--- config.mk ---
export PLATFORM = sky130hd
export DESIGN_NAME = stream_median_filter_flat
export DESIGN_NICKNAME = d
export VERILOG_FILES = /design/src/rtl/stream_median_filter_if.sv /design/src/rtl/stream_median_filter.sv /design/src/flat_wrapper.sv
export SDC_FILE = /design/constraint.sdc
export NUM_CORES = 1
export LEC_CHECK = 0
export ABC_AREA = 1
export BUFFER_PORTS_ARGS = -buffer_cell sky130_fd_sc_hd__buf_2
export CORE_ASPECT_RATIO = 1.4
export CORE_MARGIN = 2
export CORE_UTILIZATION = 60
export DETAILED_ROUTE_END_ITERATION = 8
export GPL_ROUTABILITY_DRIVEN = 0
export PLACE_DENSITY = 0.77
export SKIP_LAST_GASP = 1
export SLEW_MARGIN = 0
export SYNTH_ARGS = -nofsm -noshare
export SYNTH_HDL_FRONTEND = slang
export SYNTH_SLANG_ARGS = --single-unit
export TNS_END_PERCENT = 100
--- constraint.sdc ---
create_clock -name clk -period 7.8 [get_ports clk]
set_clock_uncertainty 0.15 [all_clocks]
set_input_delay 0.78 -clock clk [delete_from_list [all_inputs] [get_ports clk]]
set_output_delay 0.78 -clock clk [all_outputs]
set_load 0.1 [all_outputs]
--- src/rtl/stream_median_filter_if.sv ---
// rtl/stream_median_filter_if.sv - sample-in / rank-out handshake bundle; mode exists only with SMF_MODE_EN
interface stream_median_filter_if #(
  parameter int DW = 8
);
  logic [DW-1:0] Din;
  logic          in_en;
  logic          busy;
  logic          out_valid;
  logic [DW-1:0] Dout;
`ifdef SMF_MODE_EN
  logic [1:0]    mode;

  modport master (output Din, in_en, mode, input busy, out_valid, Dout);
  modport slave  (input Din, in_en, mode, output busy, out_valid, Dout);
`else
  modport master (output Din, in_en, input busy, out_valid, Dout);
  modport slave  (input Din, in_en, output busy, out_valid, Dout);
`endif
endinterface

--- src/rtl/stream_median_filter.sv ---
// rtl/stream_median_filter.sv - row-wise sliding rank filter with zero padding and H-cycle flush
// SMF_MODE_EN adds a mode input selecting median/min/max; otherwise the output is always the median.
module stream_median_filter #(
  parameter int DW  = 8,
  parameter int WIN = 7,
  parameter int LEN = 128
) (
  input logic                    clk,
  input logic                    reset,
  stream_median_filter_if.slave  bus
);
  localparam int H  = (WIN - 1) / 2;
  localparam int CW = (LEN > 1) ? $clog2(LEN) : 1;
  localparam int FW = (H > 1) ? $clog2(H + 1) : 1;

  typedef enum logic {RUN, FLUSH} state_t;

  state_t        state;
  logic [CW-1:0] cnt;
  logic [FW-1:0] fcnt;
  logic [DW-1:0] win [WIN];
  logic [DW-1:0] srt [WIN];

  logic [DW-1:0] shift_in;
  logic [DW-1:0] oldest;
  logic [DW-1:0] tmp  [WIN-1];
  logic [DW-1:0] nsrt [WIN];
  logic [DW-1:0] sel;
  int            r;
  int            p;

  // Next sorted copy: drop one instance of the oldest value, then insert the
  // incoming value after any equal entries so equal values keep arrival order.
  always_comb begin
    shift_in = (state == RUN) ? bus.Din : '0;
    oldest   = win[WIN-1];
    r = WIN - 1;
    for (int k = WIN - 1; k >= 0; k--) begin
      if (srt[k] == oldest) r = k;
    end
    for (int k = 0; k < WIN - 1; k++) begin
      tmp[k] = (k < r) ? srt[k] : srt[k+1];
    end
    p = 0;
    for (int k = 0; k < WIN - 1; k++) begin
      if (tmp[k] <= shift_in) p = k + 1;
    end
    for (int k = 0; k < WIN; k++) begin
      if (k < p)       nsrt[k] = tmp[(k < WIN - 1) ? k : WIN - 2];
      else if (k == p) nsrt[k] = shift_in;
      else             nsrt[k] = tmp[(k > 0) ? k - 1 : 0];
    end
`ifdef SMF_MODE_EN
    case (bus.mode)
      2'd1:    sel = nsrt[0];
      2'd2:    sel = nsrt[WIN-1];
      default: sel = nsrt[H];
    endcase
`else
    sel = nsrt[H];
`endif
  end

  always_ff @(posedge clk or negedge reset) begin
    if (!reset) begin
      for (int k = 0; k < WIN; k++) begin
        win[k] <= '0;
        srt[k] <= '0;
      end
      cnt           <= '0;
      fcnt          <= '0;
      state         <= RUN;
      bus.busy      <= 1'b0;
      bus.out_valid <= 1'b0;
      bus.Dout      <= '0;
    end else begin
      bus.out_valid <= 1'b0;
      case (state)
        RUN: begin
          if (bus.in_en) begin
            win[0] <= shift_in;
            for (int k = 1; k < WIN; k++) win[k] <= win[k-1];
            for (int k = 0; k < WIN; k++) srt[k] <= nsrt[k];
            if (cnt >= CW'(H)) begin
              bus.out_valid <= 1'b1;
              bus.Dout      <= sel;
            end
            if (cnt == CW'(LEN - 1)) begin
              state    <= FLUSH;
              bus.busy <= 1'b1;
            end else begin
              cnt <= cnt + 1'b1;
            end
          end
        end
        FLUSH: begin
          bus.out_valid <= 1'b1;
          bus.Dout      <= sel;
          if (fcnt == FW'(H - 1)) begin
            // Last padding zero: start the next row from an all-zero window.
            for (int k = 0; k < WIN; k++) begin
              win[k] <= '0;
              srt[k] <= '0;
            end
            fcnt     <= '0;
            cnt      <= '0;
            state    <= RUN;
            bus.busy <= 1'b0;
          end else begin
            win[0] <= shift_in;
            for (int k = 1; k < WIN; k++) win[k] <= win[k-1];
            for (int k = 0; k < WIN; k++) srt[k] <= nsrt[k];
            fcnt <= fcnt + 1'b1;
          end
        end
        default: state <= RUN;
      endcase
    end
  end
endmodule

--- src/flat_wrapper.sv ---
// flat-port wrapper written by rule: the top's interface ports become plain ports
module stream_median_filter_flat 
#(
  parameter int DW  = 8,
  parameter int WIN = 7,
  parameter int LEN = 128
)
  (clk, reset, bus_Din, bus_in_en, bus_busy, bus_out_valid, bus_Dout);
  stream_median_filter_if #(.DW(DW)) bus_i ();
  input logic clk;
  input logic reset;
  input wire logic [$bits(bus_i.Din)-1:0] bus_Din;
  input wire logic [$bits(bus_i.in_en)-1:0] bus_in_en;
  output wire logic [$bits(bus_i.busy)-1:0] bus_busy;
  output wire logic [$bits(bus_i.out_valid)-1:0] bus_out_valid;
  output wire logic [$bits(bus_i.Dout)-1:0] bus_Dout;
  assign bus_i.Din = bus_Din;
  assign bus_i.in_en = bus_in_en;
  assign bus_busy = bus_i.busy;
  assign bus_out_valid = bus_i.out_valid;
  assign bus_Dout = bus_i.Dout;
  stream_median_filter #(.DW(DW), .WIN(WIN), .LEN(LEN)) u_core (.clk(clk), .reset(reset), .bus(bus_i));
endmodule
# Word level (Yosys, flattened, before mapping)
# Cells that the tools add are included.
[classes]
n_mux = 58
n_bitwise = 1
n_lt_le_gt_ge = 20
add_sub_neg = 2
n_eq_ne = 19
n_reduce_logical = 4
[op_table]
columns = ["op", "count"]
rows = [
  ["56-bit 2-to-1 mux", 4],
  ["56-bit case mux with 2 select lines", 2],
  ["8-bit 2-to-1 mux", 23],
  ["32-bit 2-to-1 mux", 5],
  ["3-bit by 32-bit < comparator with 1-bit output, first input constant", 2],
  ["4-bit by 32-bit < comparator with 1-bit output, first input constant", 2],
  ["8-bit equality test", 6],
  ["8-bit less-or-equal comparator", 6],
  ["32-bit zero test", 1],
  ["1-bit by 32-bit < comparator with 1-bit output, first input constant", 1],
  ["2-bit by 32-bit < comparator with 1-bit output, first input constant", 1],
  ["7-bit 2-to-1 mux", 3],
  ["8-bit case mux with 2 select lines", 1],
  ["7-bit case mux with 2 select lines", 1],
  ["2-bit != test, second input constant", 5],
  ["3-bit equality test, first input constant", 3],
  ["3-bit < comparator, first input constant", 3],
  ["1-bit 2-to-1 mux", 9],
  ["3-bit 2-to-1 mux", 3],
  ["2-bit 2-to-1 mux", 4],
  ["7-bit by 1-bit adder with 7-bit output, second input constant", 1],
  ["7-bit equality test, second input constant", 1],
  ["7-bit by 2-bit greater-or-equal comparator with 1-bit output, second input constant", 1],
  ["2-bit by 3-bit equality test with 1-bit output, first input constant", 2],
  ["other kinds (9)", 14],
]
[word_totals]
out_inout_bits = 10
inputBits = 11
register_bits = 132

# Depth between registers and ports, before layout
# Gate-level depths: netlist of run 1.
[depth]
word_depth = 22
depth_mapped = 34
depth_no_buf = 33

# Least setup slack after synthesis of run 1
# Ideal clock, no wire load.
[synth_timing]
path_type = "register to register"
start = "register u_core.win (netlist bit u_core.oldest[2])"
end = "register u_core.srt[54] in the netlist's numbering"
required_time_ns = 7.517
path_buffers = 2
path_stages_with_launch = 29
t_arrival_ns = 3.148
synth_period_minus_slack_ns = 3.430
slack_ns = 4.370
path_cell_list = "dfrtp_1 > buf_6 > xor2_1 > nor3_1 > nand2_1 > nor2_4 > inv_2 > nand3_1 > nand2_4 > nand2_4 > nand2_1 > nand2_1 > inv_1 > ha_1 > inv_1 > nor2_1 > o21ai_1 > nand2_1 > nand2_1 > nand2_1 > nand2_1 > nor2_1 > o21ai_2 > nand2_2 > nor2_4 > buf_2 > nand2_1 > nand2_1 > o22ai_1"
[synth_via]
elab_chain_cells = 21
word_cells_on_any_way = 43
[synth_lines]
columns = ["item", "line_no", "source"]
rows = [
  ["start: declaration", "stream_median_filter.sv:21", "logic [DW-1:0] win [WIN];"],
  ["8-bit equality test", "stream_median_filter.sv:39", "if (srt[k] == oldest) r = k;"],
  ["2-bit 2-to-1 mux", "stream_median_filter.sv:39", ""],
  ["32-bit 2-to-1 mux (4 in a row)", "stream_median_filter.sv:39", ""],
  ["32-bit 2-to-1 mux *", "stream_median_filter.sv:39", ""],
  ["1-bit by 32-bit < comparator with 1-bit output", "stream_median_filter.sv:42", "tmp[k] = (k < r) ? srt[k] : srt[k+1];"],
  ["8-bit 2-to-1 mux", "stream_median_filter.sv:42", ""],
  ["8-bit less-or-equal comparator", "stream_median_filter.sv:46", "if (tmp[k] <= shift_in) p = k + 1;"],
  ["1-bit 2-to-1 mux", "stream_median_filter.sv:46", ""],
  ["2-bit 2-to-1 mux (2 in a row)", "stream_median_filter.sv:46", ""],
  ["3-bit 2-to-1 mux (3 in a row)", "stream_median_filter.sv:46", ""],
  ["32-bit zero test", "stream_median_filter.sv:50", "else if (k == p) nsrt[k] = shift_in;"],
  ["8-bit 2-to-1 mux", "stream_median_filter.sv:50", ""],
  ["8-bit 2-to-1 mux *", "stream_median_filter.sv:49", "if (k < p) nsrt[k] = tmp[(k < WIN - 1) ? k : WIN - 2];"],
  ["56-bit 2-to-1 mux (on tied branches)", "stream_median_filter.sv:99, stream_median_filter.sv:80", ""],
  ["56-bit case mux with 2 select lines *", "stream_median_filter.sv:78", "case (state)"],
  ["end signal: indexed assignment", "stream_median_filter.sv:68", "srt[k] <= '0;"],
  ["end signal: indexed assignment", "stream_median_filter.sv:103", "srt[k] <= '0;"],
  ["end: declaration", "stream_median_filter.sv:22", "logic [DW-1:0] srt [WIN];"],
]
# Mark *: on every way between the ends. The rest lies on a longest branch, timed or not. The select of a mux whose other input is x is not followed.
# A chain may end at the register's enable or synchronous reset.

# Final worst setup path of run 1
# Same ends and word-level chain as after synthesis.

==> metrics.md, run 1 <==
| Metric | Value |
|---|---|
| Status | `finished, final reports clean` |
| Final global-route overflow total | `0` |
| Layout Cells excl Fill | `1,451` |
| Final ANT Viol Nets | `0` |
| Routed WL per cell | `18.4 um` |
| Placed insts | `about 1,400` |
| Hold Path Class | `in2async` |
| Clock slew at reported path FFs | `0.06 ns` |
| CTS root buf | `clkbuf_16` |
| P_int | `2300 uW` |
| VDD IR max | `322 uV` |
| Die height | `148 um` |
| CP endpoint kind | `flop` |
| Residual DRC | `0` |
| Cell mode on critical path | `nand2_1` |
| R2r setup slk | `2.63 ns` |
| Syn. warnings | `0` |
| Core area | `around 0.015 sq mm` |
| Pre-antenna DRT Iters | `5` |
| CP max-delay cell | `dfrtp_1` |
| Initial antenna violation count | `0` |
| Slew HR | `0.315` |
| Sequential Area | `0.00330 sq mm` |
| Post-synth EDFFs | `0` |
| Latest clock arrival within the worst-skew pair | `0.43 ns` |
| Fin. Hold Viols | `0` |
| R2R depth | `20` |
| Top Ports | `21` |
| Min cycle time layout | `5.17 ns` |
| CTS Buffer Depth | `2` |
| WP data required | `7.93 ns` |
| Die ar. | `around 0.016 sq mm` |
| Max Slew Vio Count | `0` |
| Final period util | `0.662` |
| First-pass GRT wire length | `42,600 um` |
| Setup repair after global routing missed its margin | `no` |
| Mapped cell area | `0.00890 sq mm` |
| # rows | `52` |
| Synthesized flop and latch total | `132` |
| Post-synth ARST share | `1.00` |
| Vias per cell | `5.84` |
| Largest net degree at the start of global routing | `83` |
| CP cell instances | `inv_1 > nand2_1 > nand4_1 > nor2_1 > nand2_2 > nand3_4 > nand2_1 > o21ai_1 > ha_1 > a21o_1 > nor2_1 > nand2_1 > nand2_1 > inv_1 > nand2_1 > nand2_4 > nor2_4 > nand2_1 > nand2_1 > o22ai_1` |
| Pwr Density | `521 mW/mm^2` |
| Htree depth | `4` |
| Vias after detailed routing | `8,469` |
| CTS tree | `yes` |
| CTS Buf Count | `17` |
| Gate power share | `0.620` |
| Leakage | `0.00504 uW` |
| RR Startpoint | `u_core.oldest[2]` |
| Critical path's top delay family | `simple AND/OR/NAND/NOR gates` |
| Final setup violation count | `0` |
| Filler cells | `about 1,300` |
| Postcts setup bufs | `0` |
| Fmax | `between 0.15 and 0.2 GHz` |
| Initial drt markers | `807` |
| Global Route Usage Sum | `0.353` |
| Share of cells above drive strength 1 | `0.0935` |
| Post-route setup TNS | `0 ns` |
| Area Growth Syn to Fin | `7.58%` |
| Sequential power share | `0.222` |
| Max incr delay on CP | `0.56 ns` |
| Syn avg cell area | `approximately 7 sq um` |
| Hold Buf Count CTS | `0` |
| Seq/Total Area, Yosys | `0.371` |
| Worst setup SP type | `flop` |
| RR Endpoint | `u_core.srt[54]` |
| Clock Sinks | `132` |
| Least-Margin Pin Slew | `between 1 and 1.5 ns` |
| Nets | `1,310` |
| Starting Density | `0.613` |
| Critical Path AT | `5.30 ns` |
| Post-CTS resize count | `0` |
| Detailed placer's ending HPWL | `around 19,000 um` |
| Sw Ratio | `0.540` |
| Cell variety after synth | `45` |
| I/O Buffers | `20` |
| Synthesized Nets | `between 1,000 and 1,500` |
| Clock share of power | `0.158` |
| Routed Wire Length | `26,700 um` |
| Diodes inserted | `0` |
| Die W | `107 um` |
| Ys flop type | `dfrtp_1` |
| Vias in the first global route | `8,253` |
| Switch Pwr | `around 2700 uW` |
| Max-cap violations | `0` |
| Mapped Cells | `approximately 1,300` |
| Buf+Inv Stages, Crit Path | `2` |
| Critical path type | `reg2reg` |
| Multi-input logic area | `0.00469 sq mm` |
| CP Max Fanout | `25` |
-- kinds of logic (layout without fill, tap and decap cells) --
kind of cell | Yosys count | count (layout) | synth area share
fa+ha+maj | 49 | 49 | 0.0689
simple gates | 658 | 658 | 0.318
xor+xnor | 20 | 20 | 0.0197
flops | 132 | 132 | 0.371
buf+inv | 212 | 221 | 0.103
compound gates | 182 | 182 | 0.120
-- placed cells by master (no fill, tap or decap), types with 3 or more instances in the layout --
cell type | synthesis | layout
xor2_1 | 13 | 13
clkinvlp_4 | 0 | 4
nand4_1 | 12 | 12
o21ai_2 | 17 | 17
nand2_4 | 5 | 5
inv_4 | 3 | 3
o21ai_1 | 19 | 19
o22ai_1 | 49 | 49
nand3_1 | 89 | 89
buf_2 | 9 | 19
inv_2 | 18 | 18
o21ai_0 | 54 | 54
ha_1 | 49 | 49
nand2_2 | 8 | 8
inv_1 | 142 | 142
and2_1 | 4 | 4
nand3b_1 | 7 | 7
nor4_1 | 3 | 3
buf_4 | 6 | 6
nor3_1 | 9 | 9
nand2_1 | 433 | 433
clkbuf_1 | 17 | 3
a21oi_1 | 31 | 31
dfrtp_1 | 132 | 132
o21bai_1 | 5 | 5
clkbuf_16 | 0 | 17
nor2_4 | 2 | 4
xnor2_1 | 7 | 7
nor2_1 | 74 | 73
-- cell usage after synthesis, types with 2 or more instances --
cell        n  share of area
a21o_1      2         0.0017
a21oi_1    31          0.017
and2_1      4         0.0028
buf_1       6         0.0025
buf_2       9         0.0051
buf_4       6         0.0051
buf_6       9          0.011
clkbuf_1   17         0.0072
dfrtp_1   132           0.37
ha_1       49          0.069
inv_1     142          0.060
inv_2      18         0.0076
inv_4       3         0.0021
nand2_1   433           0.18
nand2_2     8         0.0056
nand2_4     5         0.0063
nand2_8     2         0.0045
nand3_1    89          0.050
nand3b_1    7         0.0059
nand4_1    12         0.0084
nor2_1     74          0.031
nor2_2      2         0.0014
nor2_4      2         0.0025
nor3_1      9         0.0051
nor4_1      3         0.0021
o21a_1      2         0.0017
o21ai_0    54          0.030
o21ai_1    19          0.011
o21ai_2    17          0.017
o21bai_1    5         0.0042
o22ai_1    49          0.034
or2_2       2         0.0014
xnor2_1     7         0.0069
xor2_1     13          0.013
-- how the worst max path moves through the flow --
stage / startpoint / end / slack [ns] / depth (start not counted)
2_1_floorplan: u_core.oldest[2] / u_core.srt[54] / 4.37 / 28
3_3_place_gp: u_core.oldest[2] / u_core.srt[45] / 2.93 / 22
3_5_place_dp: u_core.oldest[2] / u_core.srt[52] / 2.84 / 20
4_1_cts: u_core.oldest[2] / u_core.srt[51] / 2.83 / 20
5_1_grt: u_core.oldest[2] / u_core.srt[54] / 2.26 / 23
6_report: u_core.oldest[2] / u_core.srt[54] / 2.63 / 20
-- cell type report --
cell class                 count  share of cell area
clock buffer                  20              0.0456
clock inverter                11              0.0136
inverter                     164              0.0651
multi-input combinational    909               0.490
sequential                   132               0.345
tap                          189              0.0247
timing repair buffer          26              0.0158
-- sequential cells by signal, summed over array words and instances, names as in the netlist --
register and cells:
u_core.win 48, u_core.bus.Dout 8, u_core.oldest 8, u_core.state 1, u_core.fcnt 2, u_core.bus.busy 1, u_core.bus.out_valid 1, u_core.cnt 7
u_core.srt 56
-- layer usage --
metal  vias up  part of all wire  track usage
met5         -                 0            0
met4         0             0.073        0.237
met3       147             0.088       0.0758
met2       485              0.47        0.568
met1      3826              0.37        0.422
li1       4011                 -            -
-- through the flow --
step / setup WS (ns) / util / total power (uW) / hold slack, ns / cell area, sq um
after global placement: 2.93 / 0.621 / 4020 / 0.308 / 9010
after CTS: 2.83 / 0.660 / 4900 / 0.164 / 9570
final: 2.63 / 0.660 / 4990 / 0.141 / 9570
after detailed placement: 2.84 / 0.621 / 4090 / 0.311 / 9010
after floorplan: 4.37 / - / 3430 / 0.303 / 8900
after global routing: 2.26 / 0.660 / 5370 / 0.179 / 9570
-- power by group through the flow --
stage / combinational (uW) / clock [uW] / sequential (uW)
4_1_cts: 3020 / 791 / 1090
6_report: 3090 / 790 / 1110
3_3_place_gp: 2920 / 0 / 1100
5_1_grt: 3430 / 821 / 1120
3_5_place_dp: 2990 / 0 / 1100
2_1_floorplan: 2280 / 0 / 1150
Power figures use the tool's default switching activity.
==> run 2, diff against run 1 <==
==> constraint.sdc (replaced) <==
create_clock -name clk -period 4.97 [get_ports clk]
set_clock_uncertainty 0.15 [all_clocks]
set_input_delay 0.497 -clock clk [delete_from_list [all_inputs] [get_ports clk]]
set_output_delay 0.497 -clock clk [all_outputs]
set_load 0.1 [all_outputs]
==> metrics.md, run 2 (synthesis gave the netlist of run 1 again) <==
| Metric | Value |
|---|---|
| Fin. Hold Viols | `28 (+28)` |
| Commonest cells after routing, fill and taps aside | `nand2_1 (433), inv_1 (141), dfrtp_1 (132)` |
| R2R depth | `24 (+20%)` |
| Cell mode on critical path | `nand2_1` |
| Hold Path Class | `in2async` |
| Latest clock arrival within the worst-skew pair | `0.43 ns (about the same)` |
| Diodes inserted | `0 (unchanged)` |
| Routed Wire Length | `26,700 um (about the same)` |
| Die W | `107 um (unchanged)` |
| Failing checks | `negative hold slack` |
| Fmax | `0.215 GHz (+11%)` |
| Final period util | `0.935 (+0.273)` |
| Vias per cell | `5.83 (-0.11%)` |
| Clock Sinks | `132 (unchanged)` |
| Sequential Area | `0.00330 sq mm (unchanged)` |
| Share of cells above drive strength 1 | `0.106 (+0.0129)` |
| # rows | `52 (unchanged)` |
| Routed WL per cell | `18.2 um (-1.1%)` |
| Starting Density | `0.613 (unchanged)` |
| Hold Slack | `-0.0527 ns (-0.194 ns)` |
| Critical path type | `reg2reg` |
| Cell area after layout | `0.00968 sq mm (+1.1%)` |
| Placed cell areas | `0.00909 sq mm (+0.92%)` |
| CTS Buf Count | `17 (unchanged)` |
| Core area | `0.0145 sq mm (unchanged)` |
| Area Growth Syn to Fin | `8.77%` |
| CP cell instances | `inv_1 > nand2_1 > nand2_1 > nor2_1 > nand2_1 > o21ai_0 > inv_1 > nand3_4 > nand2_1 > o21ai_1 > ha_1 > a21o_1 > nor2_1 > nand2_1 > nand2_1 > clkinvlp_4 > buf_4 > nand2_2 > nand2_2 > nand2_2 > inv_2 > nand2_1 > nand2_1 > nand2_1` |
| Min cycle time layout | `4.65 ns (-0.517 ns)` |
| Post-route setup TNS | `0 ns (unchanged)` |
| Commonest non-fill, non-tap cell in the layout | `nand2_1` |
| Top Ports | `21 (unchanged)` |
| Die height | `148 um (unchanged)` |
| Final setup violation count | `0 (unchanged)` |
| CP endpoint kind | `flop` |
| RR Startpoint | `u_core.oldest[2]` |
| Max Slew Vio Count | `0 (unchanged)` |
| Vias in the first global route | `8,047 (-2.5%)` |
| Residual DRC | `0 (unchanged)` |
| Initial drt markers | `945 (+17%)` |
| Final ANT Viol Nets | `0 (unchanged)` |
| RR Endpoint | `u_core.srt[34]` |
| Critical Path AT | `4.87 ns (-0.43 ns)` |
| CTS Buffer Depth | `2 (unchanged)` |
| Detailed placer's ending HPWL | `18,700 um (+0.51%)` |
| Global Route Usage Sum | `0.348 (-0.00502)` |
| CP max-delay cell | `dfrtp_1` |
| CTS root buf | `clkbuf_16` |
| Nets | `1,325 (+1.1%)` |
| Final global-route overflow total | `0 (unchanged)` |
| Crit path from | `u_core.oldest[2]` |
| CP Max Fanout | `15 (-40%)` |
| Clock slew at reported path FFs | `0.06 ns (about the same)` |
| Htree depth | `4 (unchanged)` |
| Max-cap violations | `0 (unchanged)` |
| Hold Buf Count CTS | `0 (unchanged)` |
| Die ar. | `0.0158 sq mm (unchanged)` |
| Pre-antenna DRT Iters | `8 (+3)` |
| Worst setup SP type | `flop` |
| Slew HR | `0.444 (+0.129)` |
| First-pass GRT wire length | `42,000 um (-1.4%)` |
| Largest register by flop count | `u_core.srt` |
| Least-Margin Pin Slew | `0.834 ns (-0.193 ns)` |
| CTS tree | `yes` |
| Max FFs per register | `56 (unchanged)` |
| Top Registers | `u_core.srt: 56 flops, u_core.win: 48 flops` |
| Multi-input logic area | `0.00470 sq mm (+0.24%)` |
| R2r setup slk | `0.32 ns (-2.31 ns)` |
| I/O Buffers | `20 (unchanged)` |
| Max incr delay on CP | `0.59 ns (+0.03 ns)` |
| Status | `complete, but fails checks` |
| Filler cells | `1,283 (unchanged)` |
| Vias after detailed routing | `8,553 (+0.99%)` |
| Largest net degree at the start of global routing | `86 (+3.6%)` |
| Initial antenna violation count | `0 (unchanged)` |
| WP data required | `5.19 ns (-2.74 ns)` |
-- run 2: cell count changes in the layout (fill, tap and decap cells not counted), sizes merged --
cell	change
buf	+14
clkinv	+2
bufinv	-1
clkinvlp	+1
inv	-1
nor2	+1
-- run 2: stage by stage --
stage          instances  setup slack, ns  hold slack, ns   util
3_3_place_gp        1431            0.492           0.306  0.627
3_5_place_dp        1431            0.367           0.311  0.627
4_1_cts             1463            0.323          0.0325  0.665
6_report            1467            0.322         -0.0527  0.667
5_1_grt             1467         -0.00216          0.0267  0.667
2_1_floorplan       1253             1.54          0.0514      -
-- run 2: worst max path at each step --
stage / end / slack, ns / depth (start not counted)
global placement: u_core.srt[50] / 0.49 / 22
CTS: u_core.srt[45] / 0.32 / 23
finish: u_core.srt[34] / 0.32 / 24
floorplan: u_core.srt[54] / 1.54 / 28
global route: u_core.srt[48] / -0.002 / 26
detailed placement: u_core.srt[45] / 0.37 / 23
-- run 2: layout make-up --
cell class,count,area share
clock inverter,12,0.0110
inverter,164,0.0648
clock buffer,20,0.0461
tap,189,0.0244
multi-input combinational,910,0.486
sequential,132,0.341
timing repair buffer,40,0.0265
-- run 2: per-layer routing --
metal | GRT usage | wire (um) | up-vias
met5 | 0 | 0 | -
met4 | 0.262 | 2190 | 0
met3 | 0.0548 | 2060 | 134
met2 | 0.556 | 12400 | 442
met1 | 0.420 | 10100 | 3935
li1 | - | - | 4042
-- run 2: timing repair --
item	in CTS	in global routing
setup endpoints to repair	0	20
buffers inserted	0	3
resized for setup	0	2
-- run 2: worst max-delay path, delay by kind of cell (launching register included) --
family / cells / cell delay, ns
compound gates: 3 / 0.63
fa+ha+maj: 1 / 0.29
buf+inv: 5 / 0.82
flops: 1 / 0.59
simple gates: 15 / 2.06
Power of run 2 is left out: the tool's default activity adds up to more than one toggle a clock period on the data nets, which glitch-free logic cannot reach.
